==> config.mk <==
export PLATFORM = sky130hd
export DESIGN_NAME = uart_tx_packetizer
export DESIGN_NICKNAME = d
export VERILOG_FILES = /design/src/rtl/uart_tx_packetizer.sv
export SDC_FILE = /design/constraint.sdc
export NUM_CORES = 1
export LEC_CHECK = 0
export CORE_ASPECT_RATIO = 1.4
export CORE_MARGIN = 5
export CORE_UTILIZATION = 42
export CTS_CLUSTER_DIAMETER = 50
export DETAILED_ROUTE_END_ITERATION = 10
export PLACE_DENSITY = 0.84
export SLEW_MARGIN = 30
export SYNTH_ARGS = -nofsm -noshare
export SYNTH_HDL_FRONTEND = slang
export SYNTH_SLANG_ARGS = --single-unit
==> constraint.sdc <==
create_clock -name clk -period 1.5 [get_ports clk]
set_input_delay 0.375 -clock clk [delete_from_list [all_inputs] [get_ports clk]]
set_output_delay 0.375 -clock clk [all_outputs]
set_load 0.02 [all_outputs]
==> src/rtl/uart_tx_packetizer.sv <==
// Packetizes one sample per handshake into HEADER, CHAN, MSB, LSB[, CSUM] bytes for the UART TX FIFO.
// Optional checksum byte enabled by defining PACKET_CHECKSUM_EN.
module uart_tx_packetizer #(
    parameter logic [7:0]  HEADER_BYTE = 8'hA5,
    parameter int unsigned CH_W        = 2
) (
    input  logic            clk,
    input  logic            reset,
    input  logic            sample_valid,
    output logic            sample_ready,
    input  logic [CH_W-1:0] sample_channel,
    input  logic [15:0]     sample_data,
    input  logic            full,
    output logic            write_en,
    output logic [7:0]      write_data,
    output logic            busy,
    output logic [15:0]     pkt_count,
    output logic [2:0]      state_dbg
);

    // Handshake: a sample transfers on a rising clk edge when sample_valid && sample_ready;
    // upstream holds channel/data stable until then. FIFO writes occur when write_en is high,
    // and write_en is never raised while full is high.
    typedef enum logic [2:0] {
        S_IDLE = 3'd0,
        S_HDR  = 3'd1,
        S_CHAN = 3'd2,
        S_MSB  = 3'd3,
`ifdef PACKET_CHECKSUM_EN
        S_LSB  = 3'd4,
        S_CSUM = 3'd5
`else
        S_LSB  = 3'd4
`endif
    } state_t;

    state_t            state_q;
    state_t            state_d;
    logic [CH_W-1:0]   ch_q;
    logic [15:0]       data_q;
    logic [7:0]        chan_byte;
    logic              last_byte;
    logic              accept;

    assign chan_byte    = 8'(ch_q);
    assign sample_ready = (state_q == S_IDLE) && !reset;
    assign busy         = (state_q != S_IDLE);
    assign accept       = sample_valid && sample_ready;
    assign state_dbg    = state_q;

    always_ff @(posedge clk or posedge reset) begin
        if (reset) begin
            state_q   <= S_IDLE;
            ch_q      <= '0;
            data_q    <= 16'h0000;
            pkt_count <= 16'h0000;
        end else begin
            state_q <= state_d;
            if (accept) begin
                ch_q   <= sample_channel;
                data_q <= sample_data;
            end
            if (write_en && last_byte) begin
                pkt_count <= pkt_count + 16'd1;
            end
        end
    end

    // Each byte state holds until the FIFO takes its byte, so a stall never drops or repeats data.
    always_comb begin
        state_d    = state_q;
        write_en   = 1'b0;
        write_data = 8'h00;
        last_byte  = 1'b0;
        case (state_q)
            S_IDLE: begin
                if (accept) state_d = S_HDR;
            end
            S_HDR: begin
                write_en   = !full;
                write_data = HEADER_BYTE;
                if (!full) state_d = S_CHAN;
            end
            S_CHAN: begin
                write_en   = !full;
                write_data = chan_byte;
                if (!full) state_d = S_MSB;
            end
            S_MSB: begin
                write_en   = !full;
                write_data = data_q[15:8];
                if (!full) state_d = S_LSB;
            end
            S_LSB: begin
                write_en   = !full;
                write_data = data_q[7:0];
`ifdef PACKET_CHECKSUM_EN
                if (!full) state_d = S_CSUM;
`else
                last_byte  = 1'b1;
                if (!full) state_d = S_IDLE;
`endif
            end
`ifdef PACKET_CHECKSUM_EN
            S_CSUM: begin
                write_en   = !full;
                write_data = chan_byte ^ data_q[15:8] ^ data_q[7:0];
                last_byte  = 1'b1;
                if (!full) state_d = S_IDLE;
            end
`endif
            default: state_d = S_IDLE;
        endcase
    end

endmodule
# After elaboration in Yosys (flattened, before gate mapping)

Cells that the tools add are included.

Flip-flop bits (word level): 37
Bits in latches: 0
Bits in writable memories: 0
Bits in read-only memories: 0
Input port bits: 22
Output and inout port bits: 30
Logic and storage cells: 32
Memories kept: 0

Add/subtract/negate cells: 1
Multiply operators: 0
Div/mod/pow operators: 0
Magnitude comparators: 0
Equality and inequality tests: 9
Shifts and indexed selects: 0
Muxes and demuxes: 9
Bitwise logic cells: 0
Reductions and logical operators: 9

Operators by type and width:

| kind                    | count |
|---|---|
| $pmux W8 S4             | 1 |
| $add A16 B1 Y16 const B | 1 |
| $mux W3                 | 5 |
| $pmux W3 S5             | 1 |
| $ne A2 B2 Y1 const B    | 5 |
| $eq A3 B2 Y1 const B    | 2 |
| $reduce_and A5 Y1       | 1 |
| $reduce_or A4 Y1        | 1 |
| $eq A3 B1 Y1 const B    | 1 |
| $eq A3 B3 Y1 const B    | 1 |
| $logic_and A1 B1 Y1     | 3 |
| $logic_not A3 Y1        | 1 |
| $reduce_bool A3 Y1      | 1 |
| $logic_not A1 Y1        | 2 |
| $mux W1                 | 2 |

# Depth between registers and ports, before layout

Depth in word-level cells: 5
Mapped depth: 6
Gate-level depth less buffers: 5

# Least setup slack after synthesis

Ideal clock, no wire load.

Path kind: register to output
From: reg state_q[1], in the netlist state_dbg[1]
To: out write_data[0]
Arrival time: 1.542 ns
Required time: 1.125 ns
Setup slack: -0.417 ns
Cell stages (with the launch flop): 4
Path buffers: 1
Cell sequence: dfrtp_1 clkbuf_1 a21oi_1 o31ai_1

Longest elaborated chain between the ends: 2
Elaborated cells on any way between the ends: 5
Those cells by class: 4 x eq/ne; 1 x mux

RTL lines:

| what                                       | RTL line | text |
|---|---|---|
| start, declared                            | 37       | `state_t state_q;` |
| start signal, assigned                     | 58       | `state_q <= state_d;` |
| $eq A3 B3 Y1, or another cell as far along | 75       | `case (state_q)` |
| $pmux W8 S4 *                              | 75       |  |
| end, declared                              | 15       | `output logic [7:0] write_data,` |

Every way passes the cells marked *; elsewhere a longest branch is shown, timed or not.

# Worst setup path in the final report

From: reg state_q[1], in the netlist state_dbg[1]
To: out write_en

Longest elaborated chain between the ends: 3
Elaborated cells on any way between the ends: 6
Those cells by class: 4 x eq/ne; 1 x mux; 1 x reduce/logical

RTL lines:

| what                                       | RTL line | text |
|---|---|---|
| $eq A3 B3 Y1, or another cell as far along | 75       |  |
| $reduce_or A4 Y1 (no line) *               | n/a      |  |
| $mux W1 *                                  | n/a      |  |
| end, declared                              | 14       | `output logic write_en,` |

Marked as above.

==> results.py <==
metrics = {
    "sta": {
        "min_period_ns": 1.843,
        "fin_worst_skew_ns": 0.005904,
        "max_freq_ghz": 0.5425,
        "tightest_slew_ns": 0.6606,
        "setup_ws_ns": -0.3434,
        "setup_violations": 46,
        "fin_hold_ws_ns": 0.4638,
        "rsz0062_at_grt": "true",
        "timing_hold_violations_final": 0,
        "post-route-period-util": 1.229,
        "maxSlewHeadroom": 0.5582,
        "final-max-slew-violation-count": 0,
    },
    "place": {
        "hpwlAfterDp_mm": 2.824,
        "globalplace.congestion": 0.7716,
        "buffers_on_ports": 51,
    },
    "floorplanning": {
        "die_x_um": 64.84,
        "die_h_um": 86.77,
        "floorplan.io_pins": 52,
        "num_rows": 28,
        "fp.dieArea_mm2": 0.005625,
        "initial_core_util": 0.4241,
        "core_area_mm2": 0.004169,
    },
    "power_and_ir_drop": {
        "leakage_uw": 0.001403,
        "irDropWorstVdd_mv": 1.008,
        "p_total_uw": 4569,
        "powerDensity_mw_per_mm2": 1617,
    },
    "finish": {
        "fillers": 300,
        "num_antenna_cells": 0,
        "layout.cells.most_common": "dfrtp_1",
        "final_core_util": 0.6777,
        "layout_common_cells": "dfrtp_1, clkdlybuf4s50_1, buf_6",
        "drive_gt1_frac": 0.4725,
        "syn_to_final_growth_pct": 59.80,
        "layout.nets": 240,
    },
    "global_routing": {
        "grt_antenna_before_repair": 0,
        "pin_count_of_the_biggest_net_entering_global_routing": 38,
        "via_count_of_the_first_global_routing_pass": 1487,
        "gr-usage-all-layers": 0.1614,
        "grt_pass1_wl_mm": 6.934,
        "grt.overflow.total": 0,
    },
    "yosys": {
        "mappedNetlistNets": 158,
        "yosys_warnings": 0,
        "yosysSeqAreaShare": 0.5237,
        "post_synth.cell_area_avg_um2": 13.10,
        "post_synth_instance_area_mm2": 0.001768,
        "postSynthCellCount": 135,
        "post_synth_num_cell_types": 32,
        "ys_ff_latch": 37,
    },
    "worst_setup_path": {
        "slowest_delay_ns": 0.46,
        "crit_chain": "or3_4 > and3_4 > buf_6",
        "startpoint_type": "register",
        "worst-endpoint-arrival_ns": 1.47,
        "slowest_stage": "dfrtp_2",
        "r2r-start": "state_dbg[1]",
        "criticalPathCategory": "register to output pin",
        "rr_worst_depth": 5,
        "timing.rr.end": "pkt_count[12]",
        "cp.required_ns": 1.12,
        "setup.reg_to_reg.worst_slack_ns": -0.29,
        "crit_fanout": 5,
        "endpoint_kind": "output pin",
    },
    "cts": {
        "clock_latency_ns": 0.29,
        "cts_num_sinks": 37,
        "cts_buffers": 5,
        "post_cts_hold_buffer_count": 0,
        "cts.path.max_buffers": 2,
        "clock_tree.htree_level_count": 2,
        "clock-root-buffer": "clkbuf_8",
        "tritoncts": "yes",
        "cts.clk_slew.worst_paths_ns": 0.06,
    },
    "detailed_routing": {
        "routed_via_count": 1379,
        "finalWirelength_mm": 4.407,
        "drtPass1Iterations": 4,
        "initialDrtViolationCount": 70,
        "antenna_violating_nets_post_route": 0,
        "routedWlPerCell_um": 16.76,
        "detail_route.vias_per_cell": 5.243,
        "detail_route.drc_violations": 0,
    },
    "hold_path": {
        "hold_path_class": "register to register",
        "endpoint_worst_hold": "pkt_count[15]",
        "hold_path_startpoint": "pkt_count[15]",
        "holdPathStages": 1,
    },
    "flow_run": {
        "max_cap_violations": 0,
    },
    "status": {
        "violations_in_the_final_reports": "setup timing",
        "run_status": "finished, violations left",
    },
}
power by group:
part           switching, uW  internal [uW]  total [uW]
combinational            990           1300        2290
clock                    326            374         700
sequential               264           1310        1580
layer usage:
metal | up-vias | GRT usage | part of all wire
li1 | 638 | - | -
met1 | 680 | 0.1909 | 0.38
met2 | 57 | 0.2756 | 0.53
met3 | 4 | 0.05318 | 0.076
met4 | 0 | 0.05000 | 0.012
met5 | - | 0 | 0
worst max-delay path, delay by kind of cell, from the launching register on:
family / cells / cell delay, ns
buffers and inverters: 1 / 0.12
flip-flops: 1 / 0.46
AND/OR/NAND/NOR: 2 / 0.60
kinds of logic after synthesis:
kind of cell / after synthesis / share of synthesized area
fa+ha+maj: 1 / 0.007076
xor+xnor: 16 / 0.07927
simple gates: 41 / 0.1649
flops: 37 / 0.5237
buf+inv: 8 / 0.02618
mux: 20 / 0.1465
compound gates: 12 / 0.05237
sequential cells by signal, summed over array words and instances, names as in the netlist:
signal     flops
ch_q           2
pkt_count     16
state_dbg      3
data_q        16
worst max path at each step:
stage                 startpoint            end  slack, ns
floorplan           state_dbg[2]        ch_q[1]      -0.27
global route        state_dbg[0]  write_data[0]      -0.39
finish              state_dbg[1]       write_en      -0.34
CTS                 state_dbg[0]  write_data[3]      -0.34
global placement            full       write_en      -0.62
detailed placement          full       write_en      -0.64
synthesized netlist by cell type:
library cell / number / share of area
dfrtp_1: 37 / 0.52
xnor2_1: 15 / 0.074
mux2_2: 11 / 0.070
mux2_4: 9 / 0.076
nand2_1: 9 / 0.019
a22o_1: 6 / 0.030
nand3_1: 6 / 0.017
and3_1: 5 / 0.018
nand4_1: 4 / 0.014
inv_1: 3 / 0.0064
nand2b_1: 3 / 0.011
a21oi_1: 2 / 0.0057
and2_1: 2 / 0.0071
buf_6: 2 / 0.013
clkbuf_1: 2 / 0.0042
nor2_1: 2 / 0.0042
nor2_8: 2 / 0.023
a211oi_1: 1 / 0.0042
a32o_1: 1 / 0.0057
and2b_1: 1 / 0.0042
and4_1: 1 / 0.0050
buf_2: 1 / 0.0028
ha_1: 1 / 0.0071
nand2_4: 1 / 0.0064
nor2b_1: 1 / 0.0035
nor3_2: 1 / 0.0057
nor4b_4: 1 / 0.013
o21ai_0: 1 / 0.0028
o31ai_1: 1 / 0.0042
or3_4: 1 / 0.0064
or4b_4: 1 / 0.0078
xor2_1: 1 / 0.0050
repair_timing:
item                       4_1_cts  5_1_grt
setup endpoints to repair       63       48
pin swaps                        9       20
resized for setup              106       30
cloned                           3        1
setup buffers                    1        7
metrics by stage:
stage               std cells  area [um2]  worst slack [ns]  TNS [ns]
floorplan                 135        1812           -0.2722    -5.282
CTS                       256        2654           -0.3419    -8.323
detailed placement        244        2481           -0.6429    -19.82
finish                    263        2825           -0.3434    -9.623
global placement          244        2481           -0.6165    -19.00
global route              263        2825           -0.3865    -11.92
area by class of cell:
cell class                 count  area (um2)  share of cell area
sequential                    37       933.4              0.3304
tap                           45       56.30             0.01993
timing repair buffer          77       740.7              0.2622
clock buffer                   8       90.09             0.03189
multi-input combinational     93       993.5              0.3516
inverter                       3       11.26            0.003986
Note: power is estimated with default switching activity, not from simulation.
